**config.mk**
```make
export PLATFORM = sky130hd
export DESIGN_NAME = window_scan_ctrl
export DESIGN_NICKNAME = d
export VERILOG_FILES = /design/src/rtl/sys_types_pkg.sv /design/src/rtl/window_pos_stepper.sv /design/src/rtl/window_scan_ctrl.sv
export SDC_FILE = /design/constraint.sdc
export NUM_CORES = 1
export LEC_CHECK = 0
export CELL_PAD_IN_SITES_DETAIL_PLACEMENT = 0
export CELL_PAD_IN_SITES_GLOBAL_PLACEMENT = 1
export CORE_ASPECT_RATIO = 2
export CORE_MARGIN = 8
export CORE_UTILIZATION = 40
export DETAILED_ROUTE_END_ITERATION = 10
export GPL_TIMING_DRIVEN = 0
export PLACE_DENSITY = 0.82
export SLEW_MARGIN = 0
export SYNTH_ARGS = -nofsm -noshare
export SYNTH_HDL_FRONTEND = slang
export SYNTH_SLANG_ARGS = --single-unit
```
**constraint.sdc**
```tcl
create_clock -name clk -period 7.3 [get_ports clk]
set_clock_uncertainty 0.2 [all_clocks]
set_input_delay 1.825 -clock clk [delete_from_list [all_inputs] [get_ports clk]]
set_output_delay 1.825 -clock clk [all_outputs]
set_load 0.005 [all_outputs]
```
**src/rtl/sys_types_pkg.sv**
```systemverilog
// Shared scan types for the window scan controller and its position stepper.
package sys_types;

    localparam int WIN_DIM = 4;

    typedef enum logic [2:0] {
        IDLE,
        FETCH,
        WAIT_RD,
        LOAD,
        EMIT,
        DONE
    } scan_state_t;

endpackage

```
**src/rtl/window_pos_stepper.sv**
```systemverilog
// Holds the current window position and the captured scan geometry.
module window_pos_stepper
    import sys_types::*;
#(
    parameter int DIM_W = 8
) (
    input  logic             clk,
    input  logic             reset,
    input  logic             load,
    input  logic             step,
    input  logic [DIM_W-1:0] cfg_width,
    input  logic [DIM_W-1:0] cfg_height,
    input  logic [1:0]       cfg_stride,
    output logic [DIM_W-1:0] row,
    output logic [DIM_W-1:0] col,
    output logic             last
);

    localparam logic [DIM_W+1:0] WIN = (DIM_W+2)'(WIN_DIM);

    logic [DIM_W-1:0] width_q;
    logic [DIM_W-1:0] height_q;
    logic [1:0]       stride_q;
    logic [DIM_W+1:0] stride_ext;
    logic [DIM_W+1:0] ncol;
    logic [DIM_W+1:0] nrow;
    logic             col_fits;
    logic             row_fits;

    // Wide sums so the fit test can never wrap near the top of the range.
    assign stride_ext = {{DIM_W{1'b0}}, stride_q};
    assign ncol       = {2'b00, col} + stride_ext;
    assign nrow       = {2'b00, row} + stride_ext;
    assign col_fits   = (ncol + WIN) <= {2'b00, width_q};
    assign row_fits   = (nrow + WIN) <= {2'b00, height_q};
    assign last       = !col_fits && !row_fits;

    always_ff @(posedge clk) begin
        if (reset) begin
            row      <= '0;
            col      <= '0;
            width_q  <= '0;
            height_q <= '0;
            stride_q <= 2'd1;
        end else if (load) begin
            row      <= '0;
            col      <= '0;
            width_q  <= cfg_width;
            height_q <= cfg_height;
            stride_q <= (cfg_stride == 2'd0) ? 2'd1 : cfg_stride;
        end else if (step) begin
            if (col_fits) begin
                col <= ncol[DIM_W-1:0];
            end else begin
                col <= '0;
                if (row_fits) begin
                    row <= nrow[DIM_W-1:0];
                end
            end
        end
    end

endmodule

```
**src/rtl/window_scan_ctrl.sv**
```systemverilog
// Walks 4x4 windows over the feature map: read, load, then hand to the PE array.
module window_scan_ctrl
    import sys_types::*;
#(
    parameter int DIM_W   = 8,
    parameter int MAX_DIM = 64
) (
    input  logic             clk,
    input  logic             reset,
    input  logic             cfg_start,
    input  logic [DIM_W-1:0] cfg_width,
    input  logic [DIM_W-1:0] cfg_height,
    input  logic [1:0]       cfg_stride,
    output logic             rd_en,
    output logic [DIM_W-1:0] rd_row,
    output logic [DIM_W-1:0] rd_col,
    output logic             win_start,
    input  logic             win_last_valid,
    output logic             out_valid,
    input  logic             out_ready,
    output logic [DIM_W-1:0] out_row,
    output logic [DIM_W-1:0] out_col,
    output logic             busy,
    output logic             done,
    output logic             cfg_err
);

    localparam logic [DIM_W+1:0] WIN     = (DIM_W+2)'(WIN_DIM);
    localparam logic [DIM_W+1:0] MAX_EXT = (DIM_W+2)'(MAX_DIM);

    scan_state_t      state;
    scan_state_t      next_state;
    logic             pos_load;
    logic             pos_step;
    logic             pos_last;
    logic [DIM_W-1:0] pos_row;
    logic [DIM_W-1:0] pos_col;
    logic             cfg_legal;
    logic [DIM_W+1:0] w_ext;
    logic [DIM_W+1:0] h_ext;
    logic             win_start_q;

    assign w_ext     = {2'b00, cfg_width};
    assign h_ext     = {2'b00, cfg_height};
    assign cfg_legal = (w_ext >= WIN) && (w_ext <= MAX_EXT) &&
                       (h_ext >= WIN) && (h_ext <= MAX_EXT);

    window_pos_stepper #(
        .DIM_W (DIM_W)
    ) u_stepper (
        .clk        (clk),
        .reset      (reset),
        .load       (pos_load),
        .step       (pos_step),
        .cfg_width  (cfg_width),
        .cfg_height (cfg_height),
        .cfg_stride (cfg_stride),
        .row        (pos_row),
        .col        (pos_col),
        .last       (pos_last)
    );

    always_ff @(posedge clk) begin
        if (reset) begin
            state <= IDLE;
        end else begin
            state <= next_state;
        end
    end

    always_comb begin
        next_state = state;
        pos_load   = 1'b0;
        pos_step   = 1'b0;
        unique case (state)
            IDLE: begin
                if (cfg_start) begin
                    pos_load   = 1'b1;
                    next_state = cfg_legal ? FETCH : DONE;
                end
            end
            FETCH:   next_state = WAIT_RD;
            WAIT_RD: next_state = LOAD;
            LOAD: begin
                if (win_last_valid) begin
                    next_state = EMIT;
                end
            end
            EMIT: begin
                if (out_ready) begin
                    if (pos_last) begin
                        next_state = DONE;
                    end else begin
                        pos_step   = 1'b1;
                        next_state = FETCH;
                    end
                end
            end
            DONE:    next_state = IDLE;
            default: next_state = IDLE;
        endcase
    end

    // Start pulse only on the first LOAD cycle, however long the loader takes.
    always_ff @(posedge clk) begin
        if (reset) begin
            win_start_q <= 1'b0;
        end else begin
            win_start_q <= (state == WAIT_RD);
        end
    end

    always_ff @(posedge clk) begin
        if (reset) begin
            cfg_err <= 1'b0;
        end else if (state == IDLE && cfg_start) begin
            cfg_err <= !cfg_legal;
        end
    end

    assign rd_en     = (state == FETCH);
    assign rd_row    = pos_row;
    assign rd_col    = pos_col;
    assign win_start = win_start_q;
    assign out_valid = (state == EMIT);
    assign out_row   = pos_row;
    assign out_col   = pos_col;
    assign busy      = (state != IDLE);
    assign done      = (state == DONE);

endmodule

```
==> results of run 1 <==
## stage by stage
step | setup WS [ns] | hold slack, ns | std cells | power, mW | util [%]
after floorplan | 3.60 | 0.236 | 364 | 0.462 | -
after global placement | 3.24 | 0.244 | 513 | 0.573 | 51.5
after detailed placement | 3.18 | 0.247 | 513 | 0.576 | 51.5
after CTS | 3.15 | 0.255 | 521 | 0.799 | 53.6
after global routing | 2.88 | 0.275 | 521 | 0.840 | 53.6
final | 3.18 | 0.251 | 521 | 0.790 | 53.6
## cell usage in the layout (no fill, tap or decap), types with 3 or more instances in the layout
| master | instances |
|---|---|
| a21o_1 | 5 |
| a31oi_1 | 3 |
| xor2_1 | 6 |
| clkbuf_1 | 7 |
| a21oi_1 | 33 |
| xnor2_1 | 10 |
| dfxtp_1 | 39 |
| mux2i_1 | 3 |
| ha_1 | 22 |
| or3_1 | 5 |
| clkdlybuf4s50_1 | 59 |
| nor3_1 | 6 |
| and4_1 | 3 |
| and3_1 | 4 |
| or4_1 | 4 |
| inv_1 | 25 |
| nand2_1 | 54 |
| o21ai_0 | 7 |
| o31ai_1 | 7 |
| clkbuf_16 | 5 |
| nor2_1 | 13 |
| buf_4 | 19 |
| nand2b_1 | 4 |
| nand3_1 | 8 |
| nor2b_1 | 4 |
| a211oi_1 | 4 |
| a22o_1 | 6 |
| nor3b_1 | 3 |
| nand4_1 | 8 |
| nor4_1 | 3 |
| buf_2 | 10 |
## worst min-delay path: stages, from the launching register on
cell and delay, ns:
dfxtp_1 0.31, nand2_1 0.05, a21oi_1 0.05
## report_power, final
| group | internal, mW | leakage [nW] | switching, mW |
|---|---|---|---|
| Sequential | 0.241 | 0.317 | 0.0205 |
| Clock | 0.126 | 0.0658 | 0.0932 |
| Combinational | 0.127 | 1.13 | 0.182 |
## cell families (layout without fill, tap and decap cells)
logic type / after synthesis / after routing
AO/OA/AOI/OAI: 88 / 88
XOR/XNOR: 16 / 16
adder cells (fa/ha/maj): 25 / 25
buffers and inverters: 64 / 131
flip-flops: 39 / 39
multiplexers: 3 / 3
AND/OR/NAND/NOR: 129 / 129
## layout make-up
type | count | area [sq um]
clock inverter | 3 | 20.0
tap | 90 | 113
multi-input combinational | 261 | 1760
buffer | 39 | 231
inverter | 25 | 93.8
timing repair buffer | 59 | 591
fill | 664 | 3220
sequential | 39 | 781
clock buffer | 5 | 125
## per-layer routing
layer	vias up	global-route usage, %	share of wire (%)
met3	8	2.08	4.1
met5	-	0	0
li1	1406	-	-
met4	0	8.41	1.8
met2	64	26.6	55
met1	1235	16.6	39
## registers in the layout (all words and copies together) (netlist names)
name                cells
cfg_err                 1
win_start               1
state                   3
u_stepper.stride_q      2
u_stepper.col           8
u_stepper.height_q      8
u_stepper.row           8
u_stepper.width_q       8
## worst paths after layout
path                                        endpoint  slack, ns  cells after the start
worst max-delay path                u_stepper.col[0]       3.18                     14
worst min-delay path            u_stepper.width_q[3]       0.25                      2
worst max register to register      u_stepper.col[0]       3.18                     14
worst min register to register  u_stepper.width_q[3]       0.25                      2
==> impl_metrics.yaml, run 1 <==
synthesis:
  synth-compound-area-share_pct: 20.9
  synthTopCellsByCount: "nand2_1, dfxtp_1, a21oi_1"
  synth_seq_area_share_pct: 27.2
  synth_xor_area_share_pct: 4.88
  yosysMostFrequentCell: "nand2_1"
  async_reset_ff_share_pct: 0
  synth_top_family_by_area: "simple AND/OR/NAND/NOR gates"
  synthCells: 364
  synth.yosys.warnings: 0
  postSynthAreaPerCell_sq_um: 7.88
  synth_top_area_cell: "dfxtp_1"
  synth_nets: 411
  muxShareOfSynthArea_pct: 1.05
  synth_seq_cells: 39
  synthSimpleGateAreaFrac_pct: 23.3
  synth_top_area_share_pct: 27.2
  synth_edf_count: 0
  syn_area_sq_mm: 0.00287
  synth_area_leaders: "dfxtp_1, ha_1, nand2_1, a21oi_1, buf_4"
  ys.flop_type: "dfxtp_1"
  synth_fa_ha_area_share_pct: 11.3
  ys_types: 60
critical_path:
  start_kind: "register"
  cp-end-kind: "register"
  crit_type: "reg -> reg"
  crit_chain: "ha_1 -> fa_1 -> buf_2 -> xor2_1 -> ha_1 -> xor2_1 -> xnor2_1 -> ha_1 -> and4_1 -> o21ai_0 -> a41o_1 -> nand3_1 -> o211a_4 -> a22o_1"
  arrival_ns: 4.11
  crit_buf_inv: 1
  critPathSlowestCell: "o211a_4"
  slowest_delay_ns: 0.42
  cp-startpoint: "u_stepper.col[0]"
  crit_fanout: 8
  worstReg2RegStart: "u_stepper.col[0]"
  crit_family: "adder cells"
  crit_required_ns: 7.28
  worst_path_most_repeated_cell: "ha_1"
global_routing:
  antenna_found_initial: 0
  globalRouteTotalUtil_pct: 15.3
  grt-ovfl-total: 0
  grt_pass1_vias: 2646
  grt_first_pass_wirelength_mm: 12.2
  grt_start_max_net_pins: 14
sta:
  timing.fmax_mhz: 242
  relSlewSlack_pct: 52.6
  setup_viol: 0
  rsz0062_at_grt: "no"
  layout_min_cycle_time_ns: 4.12
  drv_slew: 0
  min_period_over_period_pct: 56.5
  final-hold-violation-count: 0
  fin_setup_tns_ns: 0
  tightestPinTransition_ns: 0.709
power:
  power.leakage_nw: 1.51
  ir_worst_vdd_uv: 192
  power_density_mw_per_mm2: 212
min_path:
  hold_path_class: "reg -> reg"
  min_from: "u_stepper.width_q[3]"
clocking:
  h-tree-depth: 2
  post_cts_resize_count: 0
  clkSlewWorstSetupHoldPaths_ns: 0.06
  cts.sinks: 39
  postCtsSetupBuffers: 0
  cts_tree: "yes"
  root_buffer: "clkbuf_16"
  cts.hold.buffers_added: 0
  clk_latency_ns: 0.29
  cts_buffers: 5
  clockBufferDepth: 2
floorplan:
  core_area_sq_mm: 0.00694
  die_y_um: 136
  die_x_um: 75.9
  rows: 43
  dieArea_sq_mm: 0.0103
  start_util_pct: 41.3
  io_pins: 61
finish:
  insertedDiodeCount: 0
  drive_above_1_share_pct: 10.7
  nets: 477
  syn2layout_area_growth_pct: 29.6
  fin_area_sq_mm: 0.00372
drt:
  vias: 2713
  ant_nets: 0
  wirelength_mm: 7.42
  vias_per_cell: 5.21
  drtIter0Drc: 203
  dr.pass1.iters: 4
  wl_per_cell_um: 14.2
  drc_errors: 0
place:
  port_buffers: 59
  placed_area_sq_mm: 0.00357
  gp_congestion: 0.890
  dp_hpwl_mm: 5.96
run_status:
  status: "completed"
run:
  cap_viol_max_count: 0
Power figures use the tool's default switching activity.
==> run 2: changes to the inputs <==
--- a/config.mk
+++ b/config.mk
@@ -9,10 +9,10 @@
 export CELL_PAD_IN_SITES_GLOBAL_PLACEMENT = 1
 export CORE_ASPECT_RATIO = 2
 export CORE_MARGIN = 8
-export CORE_UTILIZATION = 40
+export CORE_UTILIZATION = 34
 export DETAILED_ROUTE_END_ITERATION = 10
 export GPL_TIMING_DRIVEN = 0
-export PLACE_DENSITY = 0.82
+export PLACE_DENSITY = 0.74
 export SLEW_MARGIN = 0
 export SYNTH_ARGS = -nofsm -noshare
 export SYNTH_HDL_FRONTEND = slang
==> constraint.sdc (replaced) <==
create_clock -name clk -period 3.4 [get_ports clk]
set_clock_uncertainty 0.2 [all_clocks]
set_input_delay 0.85 -clock clk [delete_from_list [all_inputs] [get_ports clk]]
set_output_delay 0.85 -clock clk [all_outputs]
set_load 0.005 [all_outputs]
==> run 2 against run 1 <==
The run now ends with negative setup slack left; sequential share of layout area shrank 2.0 points; flip-flop and latch count is the same; first-iteration DRC count shrank 21%; largest power group unchanged.
==> impl_metrics.yaml, run 2 (synthesis gave the netlist of run 1 again) <==
critical_path:
  slowest_delay_ns: 0.48
  crit_fanout: 5
  crit_required_ns: 3.42
  crit_chain: "ha_4 -> fa_2 -> xor2_4 -> maj3_2 -> nand2_2 -> nor2_2 -> xor2_1 -> ha_1 -> and4_1 -> o2bb2ai_1 -> a41o_1 -> and3_4 -> or4_4 -> a21oi_2"
  crit_type: "reg -> reg"
  cp-end-kind: "register"
  start_kind: "register"
  critPathSlowestCell: "or4_4"
  arrival_ns: 3.68
sta:
  final-hold-violation-count: 0
  setup_viol: 17
  hold_ws_ns: 0.254
  tightestPinTransition_ns: 0.844
  relSlewSlack_pct: 43.5
  drv_slew: 0
  rsz0062_at_grt: "yes"
  layout_min_cycle_time_ns: 3.66
  fin_ws_ns: -0.259
  min_period_over_period_pct: 108
  timing.fmax_mhz: 273
global_routing:
  grt_start_max_net_pins: 13
  grt_pass1_vias: 2764
  globalRouteTotalUtil_pct: 13.7
  antenna_found_initial: 0
  grt-ovfl-total: 0
  grt_first_pass_wirelength_mm: 13.0
run_status:
  violations: "negative setup slack"
  status: "finished, violations left"
floorplan:
  die_x_um: 81.0
  die_y_um: 146
  core_area_sq_mm: 0.00823
  dieArea_sq_mm: 0.0118
  rows: 47
  io_pins: 61
  start_util_pct: 34.8
run:
  cap_viol_max_count: 0
min_path:
  hold_path_class: "reg -> reg"
drt:
  dr.pass1.iters: 4
  drtIter0Drc: 160
  drc_errors: 0
  vias: 2760
  wirelength_mm: 8.05
  wl_per_cell_um: 14.8
  vias_per_cell: 5.07
  ant_nets: 0
place:
  port_buffers: 59
  placed_area_sq_mm: 0.00365
  dp_slack_ns: -0.571
  dp_hpwl_mm: 6.14
  gp_congestion: 0.821
finish:
  final_common_cell: "clkdlybuf4s50_1"
  n_fill_cell: 827
  drive_above_1_share_pct: 22.6
  nets: 492
  insertedDiodeCount: 0
  fin_area_sq_mm: 0.00420
  layout_common_cells: "clkdlybuf4s50_1, nand2_1, dfxtp_1"
  syn2layout_area_growth_pct: 46.4
power:
  power.leakage_nw: 1.66
  power_density_mw_per_mm2: 466
  p_total_mw: 1.96
  ir_worst_vdd_uv: 370
clocking:
  clk_latency_ns: 0.29
  clockBufferDepth: 2
  h-tree-depth: 2
  clkSlewWorstSetupHoldPaths_ns: 0.06
  root_buffer: "clkbuf_16"
  cts_tree: "yes"
  cts_buffers: 5
  cts.hold.buffers_added: 0
  cts.sinks: 39
[run 2: worst max-delay path: cells and delay by family, from the launching register on]
family	cells	cell delay (ns)
fa+ha+maj	4	1.24
simple gates	5	0.95
compound gates	3	0.49
flops	1	0.36
xor+xnor	2	0.34
[run 2: what timing repair did]
action / 4_1_cts / 5_1_grt
endpoints found under the setup margin: 17 / 17
pin swaps: 22 / 15
gates cloned: 1 / 0
setup buffers: 13 / 2
resized for setup: 35 / 15
[run 2: metrics by stage]
stage,cells,utilization (%),setup TNS [ns]
6_report,544,51.0,-2.51
5_1_grt,544,51.0,-4.24
4_1_cts,543,49.8,-2.21
3_5_place_dp,521,44.4,-7.34
3_3_place_gp,521,44.4,-7.53
2_1_floorplan,364,-,-0.202
[run 2: area by class of cell]
class                           instances  area (sq um)  share of cell area [%]
Buffer                                 38           246                    5.87
Timing Repair Buffer                   75           712                    16.9
Sequential cell                        39           798                    19.0
Tap cell                               98           123                    2.92
Clock inverter                          2          35.0                   0.834
Multi-Input combinational cell        261          2050                    48.9
Clock buffer                            6           139                    3.31
Inverter                               25          93.8                    2.23
[run 2: report_power, final]
group | internal, mW | switching, mW | total, mW
registers | 0.519 | 0.0479 | 0.567
clock network | 0.365 | 0.196 | 0.561
logic | 0.369 | 0.460 | 0.829
total | 1.25 | 0.704 | 1.96
[run 2: routing by layer]
metal  track usage (%)  routed length, um  part of all wire, %
met1              13.8               3110                   39
met2              25.4               4410                   55
met3              1.98                312                  3.9
met4              7.03                224                  2.8
met5                 0                  0                    0
[run 2: final timing paths]
kind	from	to	slack, ns	depth (start not counted)
setup reg to reg	u_stepper.stride_q[0]	u_stepper.row[2]	-0.26	14
hold / removal	u_stepper.height_q[1]	u_stepper.height_q[1]	0.25	2
hold reg to reg	u_stepper.height_q[1]	u_stepper.height_q[1]	0.25	2
setup / recovery	u_stepper.stride_q[0]	u_stepper.row[2]	-0.26	14
==> run 3: changes to the inputs <==
--- a/config.mk
+++ b/config.mk
@@ -12,8 +12,10 @@
 export CORE_UTILIZATION = 34
 export DETAILED_ROUTE_END_ITERATION = 10
 export GPL_TIMING_DRIVEN = 0
+export HOLD_SLACK_MARGIN = 0.06
 export PLACE_DENSITY = 0.74
 export SLEW_MARGIN = 0
 export SYNTH_ARGS = -nofsm -noshare
 export SYNTH_HDL_FRONTEND = slang
 export SYNTH_SLANG_ARGS = --single-unit
+export TNS_END_PERCENT = 30
==> run 3 against run 2 <==
Clock-buffer cell count is the same; sequential power is essentially flat; flip-flop and latch count is the same; the run still ends with negative setup slack left; clock power is essentially flat; fmax is essentially flat; non-clock buffer count grew 7; sequential share of layout area shrank 0.28 points; final cell count grew 1.3%; global-route usage grew 0.98 points.
==> impl_metrics.yaml, run 3 (synthesis gave the netlist of run 1 again) <==
global_routing:
  grt-ovfl-total: 0
  globalRouteTotalUtil_pct: 14.7
  antenna_found_initial: 0
  grt_pass1_vias: 2872
  grt_first_pass_wirelength_mm: 13.8
  grt_start_max_net_pins: 13
finish:
  fin_util_pct: 51.4
  stdcell_count: 551
  final_common_cell: "clkdlybuf4s50_1"
  drive_above_1_share_pct: 23.2
  insertedDiodeCount: 0
  layout_common_cells: "clkdlybuf4s50_1, nand2_1, buf_4"
  syn2layout_area_growth_pct: 47.6
  nets: 499
  fin_area_sq_mm: 0.00424
drt:
  wirelength_mm: 8.37
  ant_nets: 0
  dr.pass1.iters: 4
  vias: 2857
  wl_per_cell_um: 15.2
  vias_per_cell: 5.19
  drtIter0Drc: 168
  drc_errors: 0
power:
  power.leakage_nw: 1.71
  ir_worst_vdd_uv: 391
  power_density_mw_per_mm2: 463
  p_total_mw: 1.96
run:
  cap_viol_max_count: 0
sta:
  min_period_over_period_pct: 108
  fin_ws_ns: -0.257
  fin_setup_tns_ns: -2.98
  drv_slew: 0
  layout_min_cycle_time_ns: 3.66
  relSlewSlack_pct: 49.5
  tightestPinTransition_ns: 0.754
  timing.fmax_mhz: 273
  rsz0062_at_grt: "yes"
  setup_viol: 17
  hold_ws_ns: 0.253
  final-hold-violation-count: 0
clocking:
  clockBufferDepth: 2
  cts_buffers: 5
  cts.hold.buffers_added: 0
  h-tree-depth: 2
  cts_tree: "yes"
  cts.sinks: 39
  clkSlewWorstSetupHoldPaths_ns: 0.06
  clk_latency_ns: 0.29
  root_buffer: "clkbuf_16"
place:
  placed_area_sq_mm: 0.00365
  dp_hpwl_mm: 6.26
  dpl.cell_count: 521
  gp_congestion: 0.834
  dp_slack_ns: -0.647
  port_buffers: 59
critical_path:
  crit_chain: "ha_4 -> fa_2 -> xor2_4 -> maj3_2 -> nand2_2 -> nor2_2 -> xor2_1 -> ha_1 -> and4_1 -> o2bb2ai_1 -> a41o_1 -> and3_4 -> or4_1 -> a21oi_1"
  start_kind: "register"
  r2r_cells: 14
  arrival_ns: 3.67
  crit_type: "reg -> reg"
  slowest_delay_ns: 0.46
  cp-end-kind: "register"
  r2r-end: "u_stepper.row[3]"
  crit_fanout: 5
  critPathSlowestCell: "or4_1"
  crit_required_ns: 3.41
  ff2ff_setup_slack_ns: -0.26
  worstReg2RegStart: "u_stepper.stride_q[0]"
floorplan:
  io_pins: 61
  dieArea_sq_mm: 0.0118
  die_x_um: 81.0
  core_area_sq_mm: 0.00823
  die_y_um: 146
  start_util_pct: 34.8
  rows: 47
run_status:
  status: "finished, violations left"
  violations: "negative setup slack"
min_path:
  hold_depth: 2
  hold_path_class: "reg -> reg"
  hold_end: "u_stepper.width_q[6]"
  min_from: "u_stepper.width_q[6]"
run 3: changes by cell type in the layout (fill, tap and decap cells not counted), moves of 2 or more:
cell,delta
a21oi_2,-2
buf_4,+5
buf_6,+2
dfxtp_2,+2
dfxtp_4,-2
o31ai_1,-2
o31ai_2,+2
run 3: power breakdown:
group / switching [mW] / internal [mW]
clock network: 0.197 / 0.365
logic: 0.455 / 0.379
registers: 0.0461 / 0.519
total: 0.698 / 1.26
run 3: worst max path at each step:
stage	start	to	slack, ns	cells past startpoint
detailed placement	u_stepper.stride_q[1]	u_stepper.col[0]	-0.65	14
CTS	u_stepper.col[0]	u_stepper.row[3]	-0.28	15
global route	u_stepper.col[0]	u_stepper.row[3]	-0.38	14
floorplan	u_stepper.col[0]	u_stepper.row[2]	-0.04	15
finish	u_stepper.stride_q[0]	u_stepper.row[3]	-0.26	14
global placement	u_stepper.stride_q[1]	u_stepper.col[0]	-0.60	14
run 3: repair_timing:
item | in CTS | in global routing
gates cloned | 1 | 0
resized for setup | 34 | 16
setup endpoints to repair | 17 | 17
pin swaps | 26 | 18
setup buffers | 18 | 5
run 3: area by class of cell:
type / instances / area (sq um)
fill: 802 / 4000
multi-input combinational: 261 / 2030
sequential: 39 / 793
timing repair buffer: 82 / 772
buffer: 38 / 251
clock buffer: 6 / 139
tap: 98 / 123
inverter: 25 / 93.8
clock inverter: 2 / 35.0
run 3: metal layers:
metal	wire length, um	part of all wire [%]	up-vias	track usage [%]
met5	0	0	-	0
li1	-	-	1450	-
met1	3170	38	1316	14.7
met3	306	3.7	22	2.23
met4	301	3.6	0	7.93
met2	4590	55	69	27.1
run 3: critical path: cells and delay by family (launching register included):
kind | cells | cell delay, ns
xor gates and xnor gates | 2 | 0.35
AOI/OAI and AO/OA | 3 | 0.50
adders and majority gates | 4 | 1.24
DFF | 1 | 0.35
and+or+nand+nor | 5 | 0.93
==> RTL change (flow settings as in run 3) <==
`DIM_W` is set to 8 in 2 places; all go to 6.
--- a/src/rtl/window_pos_stepper.sv
+++ b/src/rtl/window_pos_stepper.sv
@@ -3,5 +3,5 @@
     import sys_types::*;
 #(
-    parameter int DIM_W = 8
+    parameter int DIM_W = 6
 ) (
     input  logic             clk,
--- a/src/rtl/window_scan_ctrl.sv
+++ b/src/rtl/window_scan_ctrl.sv
@@ -3,5 +3,5 @@
     import sys_types::*;
 #(
-    parameter int DIM_W   = 8,
+    parameter int DIM_W   = 6,
     parameter int MAX_DIM = 64
 ) (
Ports: changed (6 resized); port bits go from 61 to 49. The function was not compared with the original's and may differ.
==> RTL change against run 3 <==
- sequential cell count down 8
- combinational power down 42%
- setup slack better by 0.38 ns
- first-iteration DRC count decreased by 57%
- area after synthesis fell by 16%
- cell area is 20% lower
- routed wire length down 21%
- sequential share of layout area about the same
- power down 32%
- critical endpoint is now u_stepper.col[2]
==> RTL change: results (changes against run 3) <==
Final HPWL DP 5287 um (-16%); post-synth cell types 58 (-3.3%); global-route wire length before repair 10490 um (-24%); largest net degree at the start of global routing 11 (-2); DR vias/cell 4.956 (-4.4%); post-synthesis cell count 297 (-18%); Final Non-Filler Cells 457 (-17%); post-route setup TNS 0 ns (+2.979 ns); GRT Total Usage 13.42% (-1.3 points); fillcell total 748 (-6.7%); Starting DRT DRC Count 73 (-57%); Crit Reg-Reg Startpoint u_stepper.col[0]; Cells after DPL 435 (-17%); hold path start u_stepper.width_q[5]; DP Area 3000 um2 (-18%); vias in the first global route 2260 (-21%); R2R Path End u_stepper.col[2]; crit-path max FO 4 (-1); clock root cell clkbuf_16; Worst-Margin Slew 0.5389 ns (-0.2151 ns); nets 405 (-19%); top cells by count, synth nand2_1 (48), dfxtp_1 (31), a21oi_1 (26); final hold slack 0.2557 ns (+0.002791 ns); Worst IR Drop VDD 0.0003191 V (-18%); sequential element share of the synthesized area 25.78% (-1.4 points); IO buf count 48 (-19%); Syn Nets 336 (-18%); Hold Crit Class flip-flop to flip-flop; outcome completed; Hold Path Sink u_stepper.width_q[5]; Pre-Repair DR Iteration Count 7 (+3); largest cells by area after synthesis dfxtp_1 (26%), ha_1 (9.4%), nand2_1 (7.5%); crit path DAT 3.29 ns (-0.38 ns); Leak 0.001341 uW (-21%); reg2reg setup slack 0.12 ns (+0.38 ns); ratio of cells with drive above 1 in the final layout 25.07% (+1.9 points)
RTL change: how the worst max path moves through the flow:
stage                                 from               end  slack [ns]  cells past startpoint
after global routing      u_stepper.col[0]  u_stepper.row[0]       -0.02                     14
after detailed placement  u_stepper.row[0]  u_stepper.row[0]       -0.21                     15
after global placement    u_stepper.row[0]  u_stepper.row[2]       -0.17                     15
final                     u_stepper.col[0]  u_stepper.col[2]        0.12                     14
after CTS                 u_stepper.row[0]  u_stepper.row[3]        0.01                     15
after floorplan           u_stepper.row[0]  u_stepper.row[0]        0.19                     15
RTL change: routing by layer:
| metal | routed length (um) | global-route usage (%) | vias up |
|---|---|---|---|
| li1 | - | - | 1161 |
| met1 | 2404 | 12.32 | 1055 |
| met2 | 3890 | 26.49 | 39 |
| met3 | 203 | 2.006 | 10 |
| met4 | 148 | 6.034 | 0 |
| met5 | 0 | 0 | - |
RTL change: logic make-up (layout without fill, tap and decap cells):
family,after synthesis,after routing,synth area share (%)
multiplexers,9,9,3.794
AO/OA/AOI/OAI,69,69,19.85
flip-flops,31,31,25.78
XOR/XNOR,11,11,4.002
AND/OR/NAND/NOR,108,108,23.81
adder cells (fa/ha/maj),20,20,11.02
buffers and inverters,49,119,11.75
RTL change: stage by stage:
step,total power [uW],setup WS (ns),util (%)
CTS,1315,0.01003,46.91
floorplan,713.3,0.1926,-
finish,1336,0.1216,49.06
global route,1416,-0.01730,49.06
detailed placement,850.2,-0.2088,43.57
global placement,844.5,-0.1691,43.57
RTL change: what timing repair did:
item,in CTS,in global routing
resized for setup,17,20
pin swaps,6,16
setup buffers,4,9
cloned,0,1
endpoints found under the setup margin,13,13
RTL change: area by class of cell:
class	instances	share of cell area, %
timing repair buffer	62	17.33
buffer	31	6.593
multi-input combinational	217	47.85
clock inverter	2	0.3704
sequential	31	18.70
tap	90	3.333
inverter	18	2.000
clock buffer	6	3.815
RTL change: power breakdown:
part           switching (uW)  internal, uW
combinational             259           226
clock                     163           270
sequential               19.2           399
RTL change: critical path, cell delays in order, from the launching register on:
cell and delay, ns:
dfxtp_1 0.34, ha_2 0.22, fa_2 0.44, xor2_2 0.17
ha_2 0.19, xnor2_1 0.17, xnor2_1 0.17, ha_1 0.29
a21oi_1 0.15, o211ai_1 0.10, buf_4 0.16, buf_4 0.14
a211oi_4 0.28, a2bb2oi_1 0.11, o21ai_1 0.08
